[src/rtl/mod10_counter.sv]
// Free-running synchronous mod-N (default decimal) counter with terminal-count flag.
// Define COUNTER_MOD10_SEG7_EN to add the seg_out seven-segment decoder port.
module mod10_counter #(
    parameter int MODULUS     = 10,
    parameter int WIDTH       = 4,
    parameter int RESET_VALUE = 0
) (
    input  logic             clk,
    input  logic             reset,
    output logic [WIDTH-1:0] count_out,
    output logic             tc_out
`ifdef COUNTER_MOD10_SEG7_EN
    ,
    output logic [6:0]       seg_out
`endif
);

    localparam logic [WIDTH-1:0] TC_VAL  = WIDTH'(MODULUS - 1);
    localparam logic [WIDTH-1:0] RST_VAL = WIDTH'(RESET_VALUE);
    localparam logic [WIDTH-1:0] ONE     = WIDTH'(1);

    logic [WIDTH-1:0] count_q;
    logic [WIDTH-1:0] count_d;

    // Anything not strictly below the terminal value (wrap, upset, X) reloads 0.
    always_comb begin
        count_d = '0;
        if (count_q < TC_VAL) begin
            count_d = count_q + ONE;
        end
    end

    always_ff @(posedge clk) begin
        if (reset) begin
            count_q <= RST_VAL;
        end else begin
            count_q <= count_d;
        end
    end

    assign count_out = count_q;
    assign tc_out    = (count_q == TC_VAL);

`ifdef COUNTER_MOD10_SEG7_EN
    // Segment order {g,f,e,d,c,b,a}, active high; non-decimal values blank.
    always_comb begin
        seg_out = 7'h00;
        case (count_q)
            WIDTH'(0): seg_out = 7'h3F;
            WIDTH'(1): seg_out = 7'h06;
            WIDTH'(2): seg_out = 7'h5B;
            WIDTH'(3): seg_out = 7'h4F;
            WIDTH'(4): seg_out = 7'h66;
            WIDTH'(5): seg_out = 7'h6D;
            WIDTH'(6): seg_out = 7'h7D;
            WIDTH'(7): seg_out = 7'h07;
            WIDTH'(8): seg_out = 7'h7F;
            WIDTH'(9): seg_out = 7'h6F;
            default:   seg_out = 7'h00;
        endcase
    end
`endif

endmodule

[config.mk]
export PLATFORM = sky130hd
export DESIGN_NAME = mod10_counter
export DESIGN_NICKNAME = d
export VERILOG_FILES = /design/src/rtl/mod10_counter.sv
export SDC_FILE = /design/constraint.sdc
export NUM_CORES = 1
export LEC_CHECK = 0
export CAP_MARGIN = 20
export CORE_AREA = 2 2 39 41
export DETAILED_ROUTE_END_ITERATION = 7
export DIE_AREA = 0 0 41 43
export SETUP_SLACK_MARGIN = 0.3
export SYNTH_ARGS = -nofsm -noshare
export SYNTH_HDL_FRONTEND = slang
export SYNTH_SLANG_ARGS = --single-unit
[constraint.sdc]
create_clock -name clk -period 3 [get_ports clk]
set_clock_uncertainty 0.2 [all_clocks]
set_input_delay 0.45 -clock clk [delete_from_list [all_inputs] [get_ports clk]]
set_output_delay 0.45 -clock clk [all_outputs]
set_load 0.03 [all_outputs]
==> results, run 1 <==
- The startpoint of the lowest-slack hold path is count_out[3].
- The signal on the critical path passes through inv_1, ha_1, and3_2, clkdlybuf4s50_1.
- The most used flip-flop cell after synthesis is sky130_fd_sc_hd__dfxtp_1.
- The buffer depth of the longest clock path is 2.
- After synthesis, the cell types taking the most area are sky130_fd_sc_hd__dfxtp_1 (40%), sky130_fd_sc_hd__ha_1 (19%), sky130_fd_sc_hd__and2_1 (6.2%), sky130_fd_sc_hd__nand2b_1 (6.2%), sky130_fd_sc_hd__a21oi_1 (5.0%).
- For this run, the post-layout net count is 38.
- In the synthesized netlist, the cells that appear most often are sky130_fd_sc_hd__dfxtp_1 (4), sky130_fd_sc_hd__ha_1 (3).
- The startpoint of the lowest-slack register-to-register path is count_out[0].
- Including well taps, the total number of placed cells is between 40 and 50.
- The cell area after synthesis is ~200 sq um.
- The number of setup violations in the final report is 0.
- The worst setup margin is ~750 ps.
- The die covers roughly 0.0018 sq mm.
- CTS placed an instance of sky130_fd_sc_hd__clkbuf_4 at the clock tree root.
- The floorplan step set the die width to about 41 um.
- Of the total synthesized cell area, the portion taken by full adders, half adders and majority gates is a little under a fifth.
- Based on the critical path, the design can be clocked at up to ~440 MHz.
- The multiplexer area fraction after synthesis is 0%.
- The post-route cell area is slightly above 300 sq um.
- Counting flops with an async set or reset pin after synthesis yields a share of 0%.
- The worst setup path is launched from a flop.
- The number of buffers inserted during clock tree synthesis is 3.
- The number of placed I/O pins is 7.
- The die is between 40 and 50 um tall.
- For this block, the routed nets add up to roughly 360 um of wire.
- Timing analysis after detailed placement gives a worst setup slack of 981.2 ps.
- The flow ran to the end, and the final reports show no timing, DRC or antenna violations.
- For this run, the number of standard cells in the final layout without fillers is 47.
- The largest fanout on the critical path is 3.
- The critical path in this run is classified as reg -> out.
- The wire length per cell is about 7.6 um.
- The post-CTS setup buffer count is 0.
- At the worst endpoint, the required time is 2350 ps.
- The share of the cycle needed by the critical path after routing is around three quarters.
- The via count of the routed design is 170.
- STA classifies the critical path endpoint as an output port.
- The number of antenna cells inserted is 0.
- The fraction of final layout cells sized beyond drive strength 1 is 16.13%.
- Clock latency on the worst-skew pair, taken at its later pin, is roughly 230 ps.
- The number of register bits inferred by synthesis is 4.
- The area after detailed placement is ~280 sq um.
- The clock-pin transition on the worst setup and hold timing paths is roughly 40 ps.
- The largest net degree at the start of global routing is 8.
- The transition time of the tightest slew-check pin is approximately 310 ps.
- The compound-gate portion of the synthesized area is between 8 and 9%.
- In this run the number of H-tree levels came out at 1.
- The area fraction of the dominant cell type after synthesis is about two fifths.
- The total of buffers placed on input and output ports is 6.
- The remaining design rule violation count is 0.
- Averaged over all synthesized cells, the footprint is slightly above 9 sq um.
- In this run the critical register-to-register path is captured at count_out[2].
- The core box area is between 0.001 and 0.0015 sq mm.
- The count of flip-flops with a built-in enable after synthesis is 0.
- The first detailed-routing pass took 2 iterations.
- Hold repair after CTS inserted 0 buffers.
- After Yosys synthesis, and, or, nand and nor cells account for ~28% of the synthesized area.
- Dividing total power by cell area gives a power density of between 400 and 500 mW/mm^2.
- The synthesized design spends more area on one cell type than any other, namely sky130_fd_sc_hd__dfxtp_1.
- Yosys instantiated no cell more often than sky130_fd_sc_hd__dfxtp_1.
- The largest family of logic cells by synthesized area is simple AND/OR/NAND/NOR gates.
- When the netlist entered floorplanning its net count stood at 27.
- The number of failing hold endpoints at the final stage was 0.
- The count of pins over their slew limit is 0.
- The setup TNS after final layout is 0 ps.
- For this configuration, the core starts out at a cell density of between 10% and 20%.
- The number of warnings reported in the yosys synthesis log is 0.
- The number of vias per cell after detailed routing is 3.617.
- The clock tree from TritonCTS is yes.
- The worst hold path terminates at count_out[3].
- After Yosys synthesis, XOR and XNOR cells account for 0% of the synthesized area.
- The share of synthesized area occupied by flip-flops and latches is about 40%.
- The half-perimeter wire length of the detailed placement result is about 310 um.
- The slowest cell on the critical path is sky130_fd_sc_hd__clkdlybuf4s50_1.
- The post-cts sizing count is 0.
- The global route total overflow is 0.
- In this design, the stage delay of the slowest critical-path cell is between 500 and 600 ps.
- The first global-routing pass estimated between 500 and 600 um of wire.
- The starting DRC count in detailed routing is 7.
- The register with the most flip-flops in the layout has 4 of them.
- The setup check on the worst reg-to-reg path leaves a slack of between 1500 and 2000 ps.
- The antenna violation net count after detailed routing is 0.
- The hold path depth is 2.
- The number of cells traversed by the worst register-to-register path is 5.
- The worst hold-check path type is reg -> reg.
- The number of antenna violations at the first check in global routing is 0.
- Across the run, the number of max-cap violations was 0.
- The global placer's final weighted congestion is 0.6530.
- The clock net sink count is 4.
- Setup repair after global routing left no endpoint under its margin.
- The synthesized instance count is 22.
- The area overhead of the layout relative to synthesis is 50.93%.
- In this run the tightest slew margin relative to its limit is between 70 and 80%.
- The combined global-route utilization of all metal layers is about 5.4%.
- The number of inserted filler cells in the final layout is 161.
- For the worst setup path, the data arrival time is 1600 ps.
- The leakage power is 0.1227 nW.
- The worst-case vdd ir drop is roughly 0.00011 V.
- The number of global-route vias before repair was approximately 170.
- The number of distinct library cells after synthesis is 13.
- The shortest period the worst path allows is 2247 ps.
- The floorplan has 14 rows.
-- routing by layer --
layer  track usage [%]  wire length (um)  vias up
met1             4.487               126       73
met2             7.813               196        5
li1                  -                 -       92
met4             4.000                 0        0
met5                 0                 0        -
met3             4.712                34        0
-- critical path, delay by kind of cell, from the launching register on --
family	cells	cell delay, ps
adders and majority gates	1	170
buffers and inverters	2	670
DFF	1	340
and+or+nand+nor	1	200
-- report_power, final --
part | switching [W] | total [W] | internal [W]
registers | 0.00000296 | 0.0000599 | 0.0000570
logic | 0.0000150 | 0.0000274 | 0.0000125
clock network | 0.0000199 | 0.0000645 | 0.0000446
-- final cells by class --
class	count	area (sq um)	area share, %
flip-flops and latches	4	80.08	26.34
inverters	3	11.26	3.704
well taps	16	20.02	6.584
clock buffers	3	22.52	7.407
repair buffers	6	60.06	19.75
multi-input cells	15	110.1	36.21
-- worst max-delay path by stage --
stage / startpoint / endpoint
after floorplan: count_out[1] / tc_out
after global placement: count_out[0] / tc_out
after detailed placement: count_out[1] / tc_out
after CTS: count_out[1] / tc_out
after global routing: count_out[1] / tc_out
final: count_out[1] / tc_out
-- cell usage in the layout (no fill, tap or decap) --
cell type                         count
sky130_fd_sc_hd__nor2_1               1
sky130_fd_sc_hd__clkdlybuf4s50_1      6
sky130_fd_sc_hd__and3_2               1
sky130_fd_sc_hd__clkbuf_4             3
sky130_fd_sc_hd__and2_1               2
sky130_fd_sc_hd__or4_1                1
sky130_fd_sc_hd__ha_1                 3
sky130_fd_sc_hd__nor3b_1              1
sky130_fd_sc_hd__a21oi_1              2
sky130_fd_sc_hd__nand2b_1             2
sky130_fd_sc_hd__inv_1                2
sky130_fd_sc_hd__inv_2                1
sky130_fd_sc_hd__nand3_1              1
sky130_fd_sc_hd__a31oi_1              1
sky130_fd_sc_hd__dfxtp_1              4
-- kinds of logic after synthesis --
| kind of cell | Yosys count |
|---|---|
| flip-flops | 4 |
| AO/OA/AOI/OAI | 3 |
| buffers and inverters | 3 |
| adder cells (fa/ha/maj) | 3 |
| AND/OR/NAND/NOR | 9 |
-- through the flow --
stage	utilization, %	hold WS [ps]	total power [W]
3_3_place_gp	20.34	350.2	0.00008862
3_5_place_dp	20.34	353.3	0.00008868
6_report	21.97	347.8	0.0001519
2_1_floorplan	-	319.1	0.00007756
4_1_cts	21.97	359.7	0.0001557
5_1_grt	21.97	392.3	0.0001626
Note: power is estimated with default switching activity, not from simulation.
==> inputs of run 2 (changes only) <==
==> constraint.sdc (replaced) <==
create_clock -name clk -period 2.1 [get_ports clk]
set_clock_uncertainty 0.2 [all_clocks]
set_input_delay 0.315 -clock clk [delete_from_list [all_inputs] [get_ports clk]]
set_output_delay 0.315 -clock clk [all_outputs]
set_load 0.03 [all_outputs]
==> run 2 against run 1 <==
Non-clock buffer count unchanged. Register-to-register slack got worse by 900 ps. Wire length unchanged. Core utilization decreased by 0.45 points. Sequential power rose by 43%. Combinational power is 34% higher. Global-route usage grew 0.21 points. Count of clock-buffer cells in the layout unchanged. Via count rose by 2.4%.
==> results, run 2 (synthesized netlist as in run 1, its figures left out) <==
- The worst hold-check path type is reg -> reg.
- For this run, the post-layout net count is 38.
- The number of cells traversed by the worst register-to-register path is 3.
- Traced cell by cell, the critical path runs through inv_1, ha_1, and3_2, buf_2.
- The worst register-to-register path has a setup slack of 740 ps.
- Summed over all layers, the global routing overflow is 0.
- The arrival time reported for the critical path endpoint is ~1200 ps.
- The setup TNS after final layout is 0 ps.
- The worst register-to-register path begins at count_out[1].
- The floorplan step defined a core boundary enclosing around 0.0014 sq mm.
- The worst hold path passes through 2 cells.
- The placement row count is 14.
- At the worst endpoint, the required time is ~1600 ps.
- The most common library cell in the layout ignoring fill and taps is sky130_fd_sc_hd__dfxtp_1.
- The destination of the worst hold path is count_out[3].
- In this run the static leakage power is 0.1517 nW.
- The number of vias per cell after detailed routing is around 3.7.
- At the end of routability-driven placement, the weighted congestion stood at about 0.64.
- The critical path in this run is classified as reg -> out.
- The number of global-route vias before repair came to about 160.
- Grouping stages by cell kind, the critical path spends the most delay in flip-flops.
- The clock latency on the worst-skew pair is 230 ps.
- The area overhead of the layout relative to synthesis is 47.83%.
- The remaining design rule violation count is 0.
- The first global-routing pass estimated 614 um of wire.
- After detailed routing, the average wire length per cell comes to around 7.6 um.
- The root buffer cell chosen for the clock tree is sky130_fd_sc_hd__clkbuf_4.
- For the pin with the worst max-slew slack, the measured transition is approximately 320 ps.
- The smallest hold slack is 360.4 ps.
- The worst setup path is launched from a flop.
- The largest fanout on the critical path is 3.
- In the layout the commonest cells are sky130_fd_sc_hd__dfxtp_1 (4), sky130_fd_sc_hd__ha_1 (3), sky130_fd_sc_hd__clkbuf_4 (3), sky130_fd_sc_hd__dlygate4sd2_1 (3).
- The clock-pin transition on the worst setup and hold timing paths is around 40 ps.
- The share of the cycle needed by the critical path after routing is between 80% and 90%.
- The die footprint is about 0.0018 sq mm.
- The longest clock path from root to sink contains 2 buffers.
- The largest single stage delay on the critical path is about 330 ps.
- The total of buffers placed on input and output ports is 6.
- The half-perimeter wire length of the detailed placement result is between 200 and 300 um.
- The via count of the routed design is around 170.
- TritonCTS built the clock tree.
- The clock net sink count is 4.
- The horizontal extent of the die is about 41 um.
- The repair_antennas step left the layout with diodes totalling 0.
- The count of buffer and inverter cells on the critical path is 2.
- Cells with a size suffix above 1 make up approximately a fifth of the layout.
- In this run, the number of DRC markers left after iteration 0 of detailed routing was 3.
- The initial standard-cell utilization of the core is between 10% and 20%.
- The H-tree depth reported by CTS is 1.
- Once layout is done, the placed cells without fillers occupy 297.8 sq um.
- In this run, CTS created clock tree buffers numbering 3.
- Across the run, the number of max-cap violations was 0.
- The number of failing hold endpoints at the final stage is 0.
- The shortest period the worst path allows is 1683 ps.
- Setup violations remaining at the end of the flow were counted as 0.
- Derived from the worst setup path, the maximum achievable clock frequency is 594.3 MHz.
- Across every metal layer, demand over resource in global routing totals ~5.6%.
- Summing all placed instances gives a cell area of about 280 sq um.
- For this design the top-level I/O count stands at 7.
- The slowest cell on the critical path is sky130_fd_sc_hd__dfxtp_1.
- The number of antenna violations at the first check in global routing came to 0.
- The type of element capturing the critical path is an output port.
- The count of hold-fix buffers inserted at cts is 0.
- Measured along the y axis, the die boundary spans 43 um.
- Setup repair after global routing left no endpoint under its margin.
- The worst max-slew margin expressed relative to the limit is a little under 80%.
- The startpoint identified for the worst hold timing path is count_out[3].
- The end of the worst register-to-register path is count_out[3].
- The run finished with clean final reports.
- The power density relative to cell area is about 720 mW/mm^2.
- The number of inserted filler cells in the final layout is between 150 and 200.
- The worst-case vdd ir drop is 0.0001530 V.
- The number of flip-flops under the largest register name is 4.
- The largest net degree at the start of global routing is 8.
- The antenna violation net count after detailed routing is 0.
- Wires add up to between 300 and 400 um.
- The count of pins over their slew limit is 0.
- The first TritonRoute pass finished after 2 iterations.
run 2: cell type report:
type	count	area [sq um]	area share (%)
Timing Repair Buffer	6	53.80	18.07
Tap cell	16	20.02	6.723
Clock buffer	3	22.52	7.563
Inverter	3	11.26	3.782
Sequential cell	4	80.08	26.89
Multi-Input combinational cell	15	110.1	36.97
run 2: worst max-delay path by stage:
stage,start,endpoint,slack (ps),depth (start not counted)
after floorplan,count_out[1],tc_out,530,3
after global placement,count_out[0],tc_out,240,3
after detailed placement,count_out[1],tc_out,230,4
after CTS,count_out[1],tc_out,280,4
after global routing,count_out[1],tc_out,360,4
final,count_out[1],tc_out,420,4
run 2: timing repair:
action	CTS	global route
endpoints found under the setup margin	4	2
hold endpoints to repair	0	0
setup buffers	0	0
gates resized for setup	6	3
run 2: power by group:
group / total (W) / switching, W / internal, W / leakage, nW
registers: 0.0000857 / 0.00000425 / 0.0000814 / 0.0329
logic: 0.0000366 / 0.0000211 / 0.0000155 / 0.105
clock network: 0.0000915 / 0.0000279 / 0.0000637 / 0.0138
run 2: layer usage:
metal	wire length (um)	GRT usage (%)	vias to the layer above
met5	0	0	-
met4	0	6.000	0
met3	24	3.141	0
met2	183	7.500	3
met1	149	5.484	80
li1	-	-	91
run 2: per-stage QoR:
step                util [%]  setup slack [ps]  total power (W)  cells
floorplan                  -             525.5        0.0001108     22
global placement       20.34             241.2        0.0001262     44
detailed placement     20.34             229.3        0.0001262     44
CTS                    21.79             281.6        0.0002206     47
global route           21.52             358.9        0.0002292     47
finish                 21.52             417.2        0.0002138     47
run 2: worst reg2reg max path: stages (launching register included):
cell and delay [ps]:
sky130_fd_sc_hd__dfxtp_1 330, sky130_fd_sc_hd__inv_1 70, sky130_fd_sc_hd__or4_1 510, sky130_fd_sc_hd__a21oi_1 170
